<file path="src/rtl/accel_pkg.sv">
// Shared defaults and FSM encoding for the FM-index accelerator task loader.
package accel_pkg;

   localparam int ADDR_W_DEF      = 12;
   localparam int IR_W_DEF        = 32;
   localparam int ST_W_DEF        = 18;
   localparam int MAX_ENTRIES_DEF = 4096;

   typedef enum logic [2:0] {
      IDLE   = 3'd0,
      LOAD   = 3'd1,
      SETTLE = 3'd2,
      RUN    = 3'd3,
      FIN    = 3'd4
   } loader_state_e;

endpackage

</file>
<file path="src/rtl/accel_task_loader_if.sv">
// Valid/ready task-entry stream: producer is master, loader is slave.
interface accel_task_loader_if #(
   parameter int IR_W = accel_pkg::IR_W_DEF,
   parameter int ST_W = accel_pkg::ST_W_DEF
);
   logic            s_valid;
   logic            s_ready;
   logic [IR_W-1:0] s_ir_data;
   logic [ST_W-1:0] s_st_data;
   logic            s_last;

   modport master (output s_valid, output s_ir_data, output s_st_data, output s_last,
                   input  s_ready);
   modport slave  (input  s_valid, input  s_ir_data, input  s_st_data, input  s_last,
                   output s_ready);
endinterface

</file>
<file path="src/rtl/accel_load_wr_stage.sv">
// Registered regfile write stage: an accepted entry becomes a write one cycle later.
module accel_load_wr_stage
   import accel_pkg::*;
#(
   parameter int ADDR_W      = ADDR_W_DEF,
   parameter int IR_W        = IR_W_DEF,
   parameter int ST_W        = ST_W_DEF,
   parameter int MAX_ENTRIES = MAX_ENTRIES_DEF
) (
   input  logic              clk,
   input  logic              rst,
   input  logic              clr,
   input  logic              accept,
   input  logic [IR_W-1:0]   ir_in,
   input  logic [ST_W-1:0]   st_in,
   output logic              we,
   output logic [ADDR_W-1:0] addr,
   output logic [IR_W-1:0]   ir_out,
   output logic [ST_W-1:0]   st_out,
   output logic [ADDR_W-1:0] wr_ptr,
   output logic [ADDR_W:0]   entry_count
);

   localparam logic [ADDR_W:0] CNT_MAX = (ADDR_W+1)'(MAX_ENTRIES);

   logic              we_q, we_d;
   logic [ADDR_W-1:0] addr_q, addr_d;
   logic [IR_W-1:0]   ir_q, ir_d;
   logic [ST_W-1:0]   st_q, st_d;
   logic [ADDR_W-1:0] wr_ptr_q, wr_ptr_d;
   logic [ADDR_W:0]   cnt_q, cnt_d;

   // wr_ptr advances at the accept edge so back-to-back accepts get contiguous addresses.
   always_comb begin
      we_d     = accept;
      addr_d   = addr_q;
      ir_d     = ir_q;
      st_d     = st_q;
      wr_ptr_d = wr_ptr_q;
      cnt_d    = cnt_q;
      if (accept) begin
         addr_d   = wr_ptr_q;
         ir_d     = ir_in;
         st_d     = st_in;
         wr_ptr_d = wr_ptr_q + ADDR_W'(1);
      end
      if (we_q && (cnt_q < CNT_MAX)) begin
         cnt_d = cnt_q + (ADDR_W+1)'(1);
      end
      if (clr) begin
         wr_ptr_d = '0;
         cnt_d    = '0;
      end
   end

   always_ff @(posedge clk) begin
      if (rst) begin
         we_q     <= 1'b0;
         addr_q   <= '0;
         ir_q     <= '0;
         st_q     <= '0;
         wr_ptr_q <= '0;
         cnt_q    <= '0;
      end else begin
         we_q     <= we_d;
         addr_q   <= addr_d;
         ir_q     <= ir_d;
         st_q     <= st_d;
         wr_ptr_q <= wr_ptr_d;
         cnt_q    <= cnt_d;
      end
   end

   assign we          = we_q;
   assign addr        = addr_q;
   assign ir_out      = ir_q;
   assign st_out      = st_q;
   assign wr_ptr      = wr_ptr_q;
   assign entry_count = cnt_q;

endmodule

</file>
<file path="src/rtl/accel_task_loader.sv">
// Loads task entries into the InexRecur/state regfiles, then runs the accelerator until done.
module accel_task_loader
   import accel_pkg::*;
#(
   parameter int ADDR_W      = ADDR_W_DEF,
   parameter int IR_W        = IR_W_DEF,
   parameter int ST_W        = ST_W_DEF,
   parameter int MAX_ENTRIES = MAX_ENTRIES_DEF
) (
   input  logic              clk,
   input  logic              rst,
   accel_task_loader_if.slave s,
   input  logic              load_req,
   output logic              ran_we_InexRecur,
   output logic [ADDR_W-1:0] ran_w_addr_InexRecur,
   output logic [IR_W-1:0]   ran_w_data_InexRecur,
   output logic              ran_we_state_external,
   output logic [ADDR_W-1:0] ran_w_addr_state_external,
   output logic [ST_W-1:0]   ran_w_data_state_external,
   output logic              is_start,
   input  logic              acc_done,
   output logic              busy,
   output logic              done,
   output logic [ADDR_W:0]   entry_count,
   output logic              overflow_err
);

   localparam logic [ADDR_W-1:0] LAST_ADDR = ADDR_W'(MAX_ENTRIES - 1);

   loader_state_e     state_q, state_d;
   logic              ovf_q, ovf_d;
   logic              clr;
   logic              accept;
   logic              we;
   logic [ADDR_W-1:0] addr;
   logic [ADDR_W-1:0] wr_ptr;

   assign s.s_ready = (state_q == LOAD);
   assign accept    = s.s_valid && s.s_ready;

   always_comb begin
      state_d = state_q;
      ovf_d   = ovf_q;
      clr     = 1'b0;
      case (state_q)
         IDLE: begin
            if (load_req) begin
               clr     = 1'b1;
               ovf_d   = 1'b0;
               state_d = LOAD;
            end
         end
         LOAD: begin
            if (accept) begin
               if (s.s_last) begin
                  state_d = SETTLE;
               end else if (wr_ptr == LAST_ADDR) begin
                  state_d = SETTLE;
                  ovf_d   = 1'b1;
               end
            end
         end
         // The last write lands here, while is_start is still low.
         SETTLE:  state_d = RUN;
         RUN:     if (acc_done) state_d = FIN;
         FIN:     state_d = IDLE;
         default: state_d = IDLE;
      endcase
   end

   always_ff @(posedge clk) begin
      if (rst) begin
         state_q <= IDLE;
         ovf_q   <= 1'b0;
      end else begin
         state_q <= state_d;
         ovf_q   <= ovf_d;
      end
   end

   accel_load_wr_stage #(
      .ADDR_W      (ADDR_W),
      .IR_W        (IR_W),
      .ST_W        (ST_W),
      .MAX_ENTRIES (MAX_ENTRIES)
   ) u_wr (
      .clk         (clk),
      .rst         (rst),
      .clr         (clr),
      .accept      (accept),
      .ir_in       (s.s_ir_data),
      .st_in       (s.s_st_data),
      .we          (we),
      .addr        (addr),
      .ir_out      (ran_w_data_InexRecur),
      .st_out      (ran_w_data_state_external),
      .wr_ptr      (wr_ptr),
      .entry_count (entry_count)
   );

   assign ran_we_InexRecur          = we;
   assign ran_we_state_external     = we;
   assign ran_w_addr_InexRecur      = addr;
   assign ran_w_addr_state_external = addr;
   assign is_start                  = (state_q == RUN);
   assign done                      = (state_q == FIN);
   assign busy                      = (state_q != IDLE);
   assign overflow_err              = ovf_q;

endmodule

</file>
<file path="src/flat_wrapper.sv">
// flat-port wrapper written by rule: the top's interface ports become plain ports
module accel_task_loader_flat import accel_pkg::*;
#(
   parameter int ADDR_W      = ADDR_W_DEF,
   parameter int IR_W        = IR_W_DEF,
   parameter int ST_W        = ST_W_DEF,
   parameter int MAX_ENTRIES = MAX_ENTRIES_DEF
)
  (clk, rst, load_req, ran_we_InexRecur, ran_w_addr_InexRecur, ran_w_data_InexRecur, ran_we_state_external, ran_w_addr_state_external, ran_w_data_state_external, is_start, acc_done, busy, done, entry_count, overflow_err, s_s_valid, s_s_ir_data, s_s_st_data, s_s_last, s_s_ready);
  accel_task_loader_if #(.IR_W(IR_W), .ST_W(ST_W)) s_i ();
  input  logic clk;
  input  logic rst;
  input  logic load_req;
  output logic ran_we_InexRecur;
  output logic [ADDR_W-1:0] ran_w_addr_InexRecur;
  output logic [IR_W-1:0] ran_w_data_InexRecur;
  output logic ran_we_state_external;
  output logic [ADDR_W-1:0] ran_w_addr_state_external;
  output logic [ST_W-1:0] ran_w_data_state_external;
  output logic is_start;
  input  logic acc_done;
  output logic busy;
  output logic done;
  output logic [ADDR_W:0] entry_count;
  output logic overflow_err;
  input wire logic [$bits(s_i.s_valid)-1:0] s_s_valid;
  input wire logic [$bits(s_i.s_ir_data)-1:0] s_s_ir_data;
  input wire logic [$bits(s_i.s_st_data)-1:0] s_s_st_data;
  input wire logic [$bits(s_i.s_last)-1:0] s_s_last;
  output wire logic [$bits(s_i.s_ready)-1:0] s_s_ready;
  assign s_i.s_valid = s_s_valid;
  assign s_i.s_ir_data = s_s_ir_data;
  assign s_i.s_st_data = s_s_st_data;
  assign s_i.s_last = s_s_last;
  assign s_s_ready = s_i.s_ready;
  accel_task_loader #(.ADDR_W(ADDR_W), .IR_W(IR_W), .ST_W(ST_W), .MAX_ENTRIES(MAX_ENTRIES)) u_core (.clk(clk), .rst(rst), .s(s_i), .load_req(load_req), .ran_we_InexRecur(ran_we_InexRecur), .ran_w_addr_InexRecur(ran_w_addr_InexRecur), .ran_w_data_InexRecur(ran_w_data_InexRecur), .ran_we_state_external(ran_we_state_external), .ran_w_addr_state_external(ran_w_addr_state_external), .ran_w_data_state_external(ran_w_data_state_external), .is_start(is_start), .acc_done(acc_done), .busy(busy), .done(done), .entry_count(entry_count), .overflow_err(overflow_err));
endmodule
</file>
<file path="config.mk">
export PLATFORM = sky130hd
export DESIGN_NAME = accel_task_loader_flat
export DESIGN_NICKNAME = d
export VERILOG_FILES = /design/src/rtl/accel_pkg.sv /design/src/rtl/accel_task_loader_if.sv /design/src/rtl/accel_load_wr_stage.sv /design/src/rtl/accel_task_loader.sv /design/src/flat_wrapper.sv
export SDC_FILE = /design/constraint.sdc
export NUM_CORES = 1
export LEC_CHECK = 0
export BUFFER_PORTS_ARGS = -buffer_cell sky130_fd_sc_hd__buf_2
export CAP_MARGIN = 20
export CORE_ASPECT_RATIO = 0.6
export CORE_MARGIN = 2
export CORE_UTILIZATION = 30
export DETAILED_ROUTE_END_ITERATION = 8
export PLACE_DENSITY = 0.62
export SYNTH_ARGS = -nofsm -noshare
export SYNTH_HDL_FRONTEND = slang
export SYNTH_HIERARCHICAL = 1
export SYNTH_SLANG_ARGS = --single-unit
</file>
<file path="constraint.sdc">
create_clock -name clk -period 2.2 [get_ports clk]
set_input_delay 0.44 -clock clk [delete_from_list [all_inputs] [get_ports clk]]
set_output_delay 0.44 -clock clk [all_outputs]
set_load 0.005 [all_outputs]
</file>
Yosys cells after proc, flatten, opt, wreduce, memory -nomap -nowiden

Cells that the tools add are included.

Flip-flop bits (word level): 92
Input port bits: 56
Output and inout port bits: 94
Word-level logic and storage cells: 43

Add/subtract/negate cells: 2
Magnitude comparators: 1
Equality and inequality tests: 11
Multiplexer cells: 13
Reductions and logical operators: 8

Operators with widths:

| operator              | count |
|---|---|
| $mux 3                | 5 |
| $add 13x1->13 const B | 1 |
| $lt 13x13->1 const B  | 1 |
| $add 12x1->12 const B | 1 |
| $eq 12x12->1 const B  | 1 |
| $pmux 3 s4            | 1 |
| $ne 2x2->1 const B    | 4 |
| $eq 3x2->1 const B    | 2 |
| $mux 1                | 6 |
| $reduce_and 5->1      | 1 |
| $reduce_and 4->1      | 1 |
| $eq 3x1->1 const B    | 1 |
| $eq 3x3->1 const B    | 1 |
| $logic_not 3->1       | 1 |
| $ne 3x3->1 const B    | 1 |
| $reduce_bool 3->1     | 1 |
| $logic_and 1x1->1     | 2 |
| $ne 2x1->1 const B    | 1 |
| $pmux 1 s2            | 1 |
| $reduce_bool 2->1     | 1 |
| $reduce_or 2->1       | 1 |

Logic depth before layout (Yosys ltp)

Depth after elaboration: 5
Mapped depth: 7
Gate-level depth less buffers: 5

Cells and area by module

The synthesis kept the hierarchy.

Modules (own cells, without submodules):

| module              | instances | cells each | area each (um^2) | seq. area each (um^2) |
|---|---|---|---|---|
| accel_load_wr_stage | 1         | 333        | 3,374.5          | 1,761.7 |
| accel_task_loader   | 1         | 48         | 402.9            | 80.1 |

Worst setup path before layout

No wires, ideal clock.

Kind: reg2reg
From: reg u_core.state_q[0]
To: reg u_core.u_wr.cnt_q[0], in the netlist u_core/u_wr/entry_count[0]
Setup time: 128 ps
Arrival time: 1,608 ps
Required time: 2,072 ps
Slack: 465 ps
Cell stages (with the launch flop): 8
Path buffers: 3
Clock period less this slack: 1,735 ps
Cell sequence: dfxtp_1 buf_6 or3_4 nor2_4 or2_2 clkbuf_1 clkbuf_1 nor2_1

Word-level cells in the longest chain between the ends: 3

Ends and longest elaborated chain:

| what                             | RTL line                  | RTL |
|---|---|---|
| start, declared                  | accel_task_loader.sv:30   | `loader_state_e state_q, state_d;` |
| start signal, assigned           | accel_task_loader.sv:76   | `state_q <= state_d;` |
| $logic_not 3->1                  | accel_task_loader.sv:45   | `case (state_q)` |
| $mux 1                           | accel_task_loader.sv:45   |  |
| via u_core.clr                   | accel_task_loader.sv:32   | `logic clr;` |
| $reduce_or 2->1 (no source line) | --                        |  |
| end signal, assigned             | accel_load_wr_stage.sv:70 | `cnt_q <= cnt_d;` |
| end, declared                    | accel_load_wr_stage.sv:31 | `logic [ADDR_W:0] cnt_q, cnt_d;` |

The timed path passes the listed nets, and every way through them passes these cells.
A chain may end at the register's enable or synchronous reset.

Worst setup path after layout

From: reg u_core.state_q[0]
To: reg u_core.u_wr.wr_ptr_q[7], in the netlist u_core/u_wr/wr_ptr[7]

Elaborated cells between the ends (all ways): 5
Those cells by class: eq/ne (1); mux (1); reduce/logical (3)

RTL lines:

| what                 | RTL line                  | RTL |
|---|---|---|
| $eq 3x1->1           | accel_task_loader.sv:38   | `assign s.s_ready = (state_q == LOAD);` |
| $logic_and 1x1->1    | accel_task_loader.sv:39   | `assign accept = s.s_valid && s.s_ready;` |
| via u_core.accept    | accel_task_loader.sv:33   | `logic accept;` |
| end signal, assigned | accel_load_wr_stage.sv:69 | `wr_ptr_q <= wr_ptr_d;` |
| end, declared        | accel_load_wr_stage.sv:30 | `logic [ADDR_W-1:0] wr_ptr_q, wr_ptr_d;` |

The timed path passes the listed nets, and every way through them passes these cells.

==> summary.md <==
At the pin with the least slew margin, the transition time is 0.486 ns. In the post-synthesis netlist, the cell with the most instances is dfxtp_1. Across the routed clock network, the largest skew measured is 0.00725 ns. The gate count of the mapped netlist was 381; the buffer levels on the longest clock path was 2.

The total power was 3.72 mW. The commonest register cell after synthesis is dfxtp_1. The filler cells instantiated in the layout total 1254.

The final hold violation count was 0; the post-synthesis to final-layout area growth was 29.0%. In this run the remaining antenna-violating nets after routing total 0. In this run the post-CTS setup repair buffer count came out at 0. Static timing analysis puts the maximum clock frequency at 561 MHz.

The clock period could shrink to 1.78 ns. Dividing the detail-routed wire length by the instance count gives 13.0 um. The cell area that synthesis handed to floorplanning was 0.00378 sq mm. Latest clock arrival within the worst-skew pair: 0.34 ns.

The commonest cells after synthesis are 92 x dfxtp_1, 71 x nor2_1, 67 x mux2i_1. After floorplanning, the core was divided into 31 placement rows. The synthesized design spends more area on one cell type than any other, namely dfxtp_1.

Across all setup checks in the final design, the least slack found is 0.417 ns. In this run, the combinational gates consume 11.5% of the power. The floorplan step defined a die boundary enclosing 0.0135 sq mm. The H-tree was split into 3 levels.

Wires add up to 8.90 mm. The tools report the number of nets produced by synthesis as 439. A synthesized cell averages 9.91 sq um. The die boundary height came out at 90.9 um. The run gives 92 as the number of sinks handled by clock tree synthesis. In this run the power density over the cells is 763 mW/mm^2.

The tree is rooted in a clkbuf_16. The global placement routability congestion came out at 0.768. Class of the most critical hold timing path: in2reg. In the routed layout, each cell is associated on average with a via count of 4.62. Across all register-to-register paths, the minimum setup slack is 0.42 ns. Buffers inserted during clock tree synthesis total 9. Setup repair after global routing left no endpoint under its margin.

Post-cts resize count: 0. The worst setup path is captured at a flop. The share of the Yosys chip area taken by registers is 48.8%.

Sequential cells burn 47.9% of the power. Total iterations of the first detailed-routing run: 5. 0 antenna diodes ended up in the layout. Clock-pin slew was measured on the worst setup and hold paths at 0.07 ns. In the synthesized netlist the async set-or-reset flop fraction comes to 0%. The x dimension of the die was 149 um; the register bit count reported by yosys was 92. The logs give 2875 for the number of global-route vias before repair and 2.75 mW for the cell-internal power. The detailed router placed 3155 vias in this run. The switching part of the total was 26.2%. At the end of the flow, the number of nets in the layout was 571. The area of the placeable core was 0.0122 sq mm. Setup violations remaining at the end of the flow were counted as 0. STA puts the critical path data required time at 2.47 ns. For the count of final max-slew check failures, the log shows 0. The path depth of the worst reg2reg path was 4; the post-place setup slack was 0.412 ns. Number of buffers added on ports: 149. For the number of max-capacitance violations reported, the log shows 0.

Sorting the synthesized cells by area gives the leading types as dfxtp_1 49%, mux2i_1 18%, nor2_1 7.1%. The total leakage power came out at 2.12 nW. The setup path with the least slack is of type reg2reg.

Along the worst hold path, the cell count comes to 3. Cells fill 40.0% of the core in the end. Data on the critical path arrives at its endpoint at 2.06 ns. The first global-routing pass estimated 14.4 mm of wire. The post-route netlist has 34.7% of its cells at a drive strength greater than 1. After detailed routing, the number of remaining DRC violations is 0. Final total negative setup slack: 0 ns.

The tools report the critical path startpoint category as a flop. Along the worst path, the maximum fanout reaches 10. The fraction of power consumed by the clock network was 40.5%. The final critical path takes up 81.0% of the cycle. The logs give 973 uW for the switching power total and 6 for the total of warnings raised by yosys.

The tools report the initial antenna violation count as 0. The post-synthesis cell type count was 46. After legalization and detailed placement, the total HPWL measured 6.46 mm. For the maximum number of pins on one net before global-route repair, the log shows 50.

For this run the aggregate overflow at the end of global routing stands at 0. TritonCTS built the clock tree. Share of the synthesized area in the top cell type: 48.8%. The quantity of hold-fixing buffers added after cts was 0. The iteration-0 DRC count of the detailed router was 127. The worst-case IR drop observed on VDD is 343 uV. During I/O placement, the number of pins put on the boundary was 150. The initial core utilization was 31.0%; the global-route total usage across every layer was 13.2%. In this run, synthesis inferred 0 flip-flops with an integrated enable. Measured against its own limit, the worst slew margin works out to 67.5%. The flow ran to the end, and the final reports show no timing, DRC or antenna violations.
-- cell usage in the layout, fill, tap and decap left out, drive strengths merged, types with 2 or more instances in the layout --
cell	instances
dfxtp	92
inv	13
nand2	12
o21a	4
or4	7
nor2	72
or2	2
nand3b	3
nand3	8
nor3	5
buf	153
o31ai	7
and4	3
clkbuf	9
mux2i	67
nor4	7
xnor2	2
a21oi	13
o21ai	4
xor2	4
nand4	7
ha	2
or3	6
-- final timing paths --
check | start | to
setup reg to reg | u_core/state_q[0] | u_core/u_wr/wr_ptr[7]
setup / recovery | u_core/state_q[0] | u_core/u_wr/wr_ptr[7]
hold reg to reg | u_core/u_wr/entry_count[11] | u_core/u_wr/entry_count[11]
hold / removal | s_s_ir_data[6] | u_core/u_wr/ir_out[6]
-- per-stage QoR --
| stage | cells | cell area (sq um) | hold WS [ns] |
|---|---|---|---|
| final | 683 | 4870 | 0.327 |
| after global routing | 683 | 4870 | 0.317 |
| after CTS | 683 | 4870 | 0.316 |
| after detailed placement | 667 | 4580 | 0.473 |
| after global placement | 667 | 4580 | 0.467 |
| after floorplan | 381 | 3780 | 0.452 |
-- power groups by stage --
stage / Clock (mW) / Sequential (mW) / Combinational [mW]
after floorplan: 0 / 1.82 / 0.275
after global placement: 0 / 1.82 / 0.431
after detailed placement: 0 / 1.82 / 0.435
after CTS: 1.56 / 1.78 / 0.436
after global routing: 1.64 / 1.79 / 0.472
final: 1.51 / 1.78 / 0.429
-- registers in the layout, summed over array words and instances, names as in the netlist --
name                     count
u_core/overflow_err          1
u_core/state_q               3
u_core/u_wr/addr            12
u_core/u_wr/entry_count     13
u_core/u_wr/ir_out          32
u_core/u_wr/st_out          18
u_core/u_wr/we               1
u_core/u_wr/wr_ptr          12
-- cell type report --
| class | instances | area, sq um | share of cell area [%] |
|---|---|---|---|
| repair buffers | 153 | 788 | 16.2 |
| well taps | 165 | 206 | 4.24 |
| inverters | 8 | 30.0 | 0.616 |
| flip-flops and latches | 92 | 1840 | 37.8 |
| clock buffers | 9 | 225 | 4.62 |
| multi-input cells | 249 | 1720 | 35.2 |
| clock inverters | 7 | 65.1 | 1.34 |
-- cell families after synthesis --
group / synth area share (%)
adders and majority gates: 0.662
xor gates and xnor gates: 1.39
buffers and inverters: 5.90
DFF: 48.8
AOI/OAI and AO/OA: 5.76
muxes: 18.2
and+or+nand+nor: 19.4
-- worst max-delay path: stages (launching register included) --
cell	delay, ns
dfxtp_1	0.50
and4bb_4	0.38
nand3_2	0.17
or4_1	0.50
a21oi_1	0.16
-- routing by layer --
layer  routed length, um  share of wire [%]  up-vias  GRT usage (%)
met4                  48               0.54        0           3.33
met2                3940                 44      110           20.1
met5                   0                  0        -              0
li1                    -                  -     1588              -
met1                4250                 48     1453           17.6
met3                 670                7.5        4           5.00
Note: power is estimated with default switching activity, not from simulation.
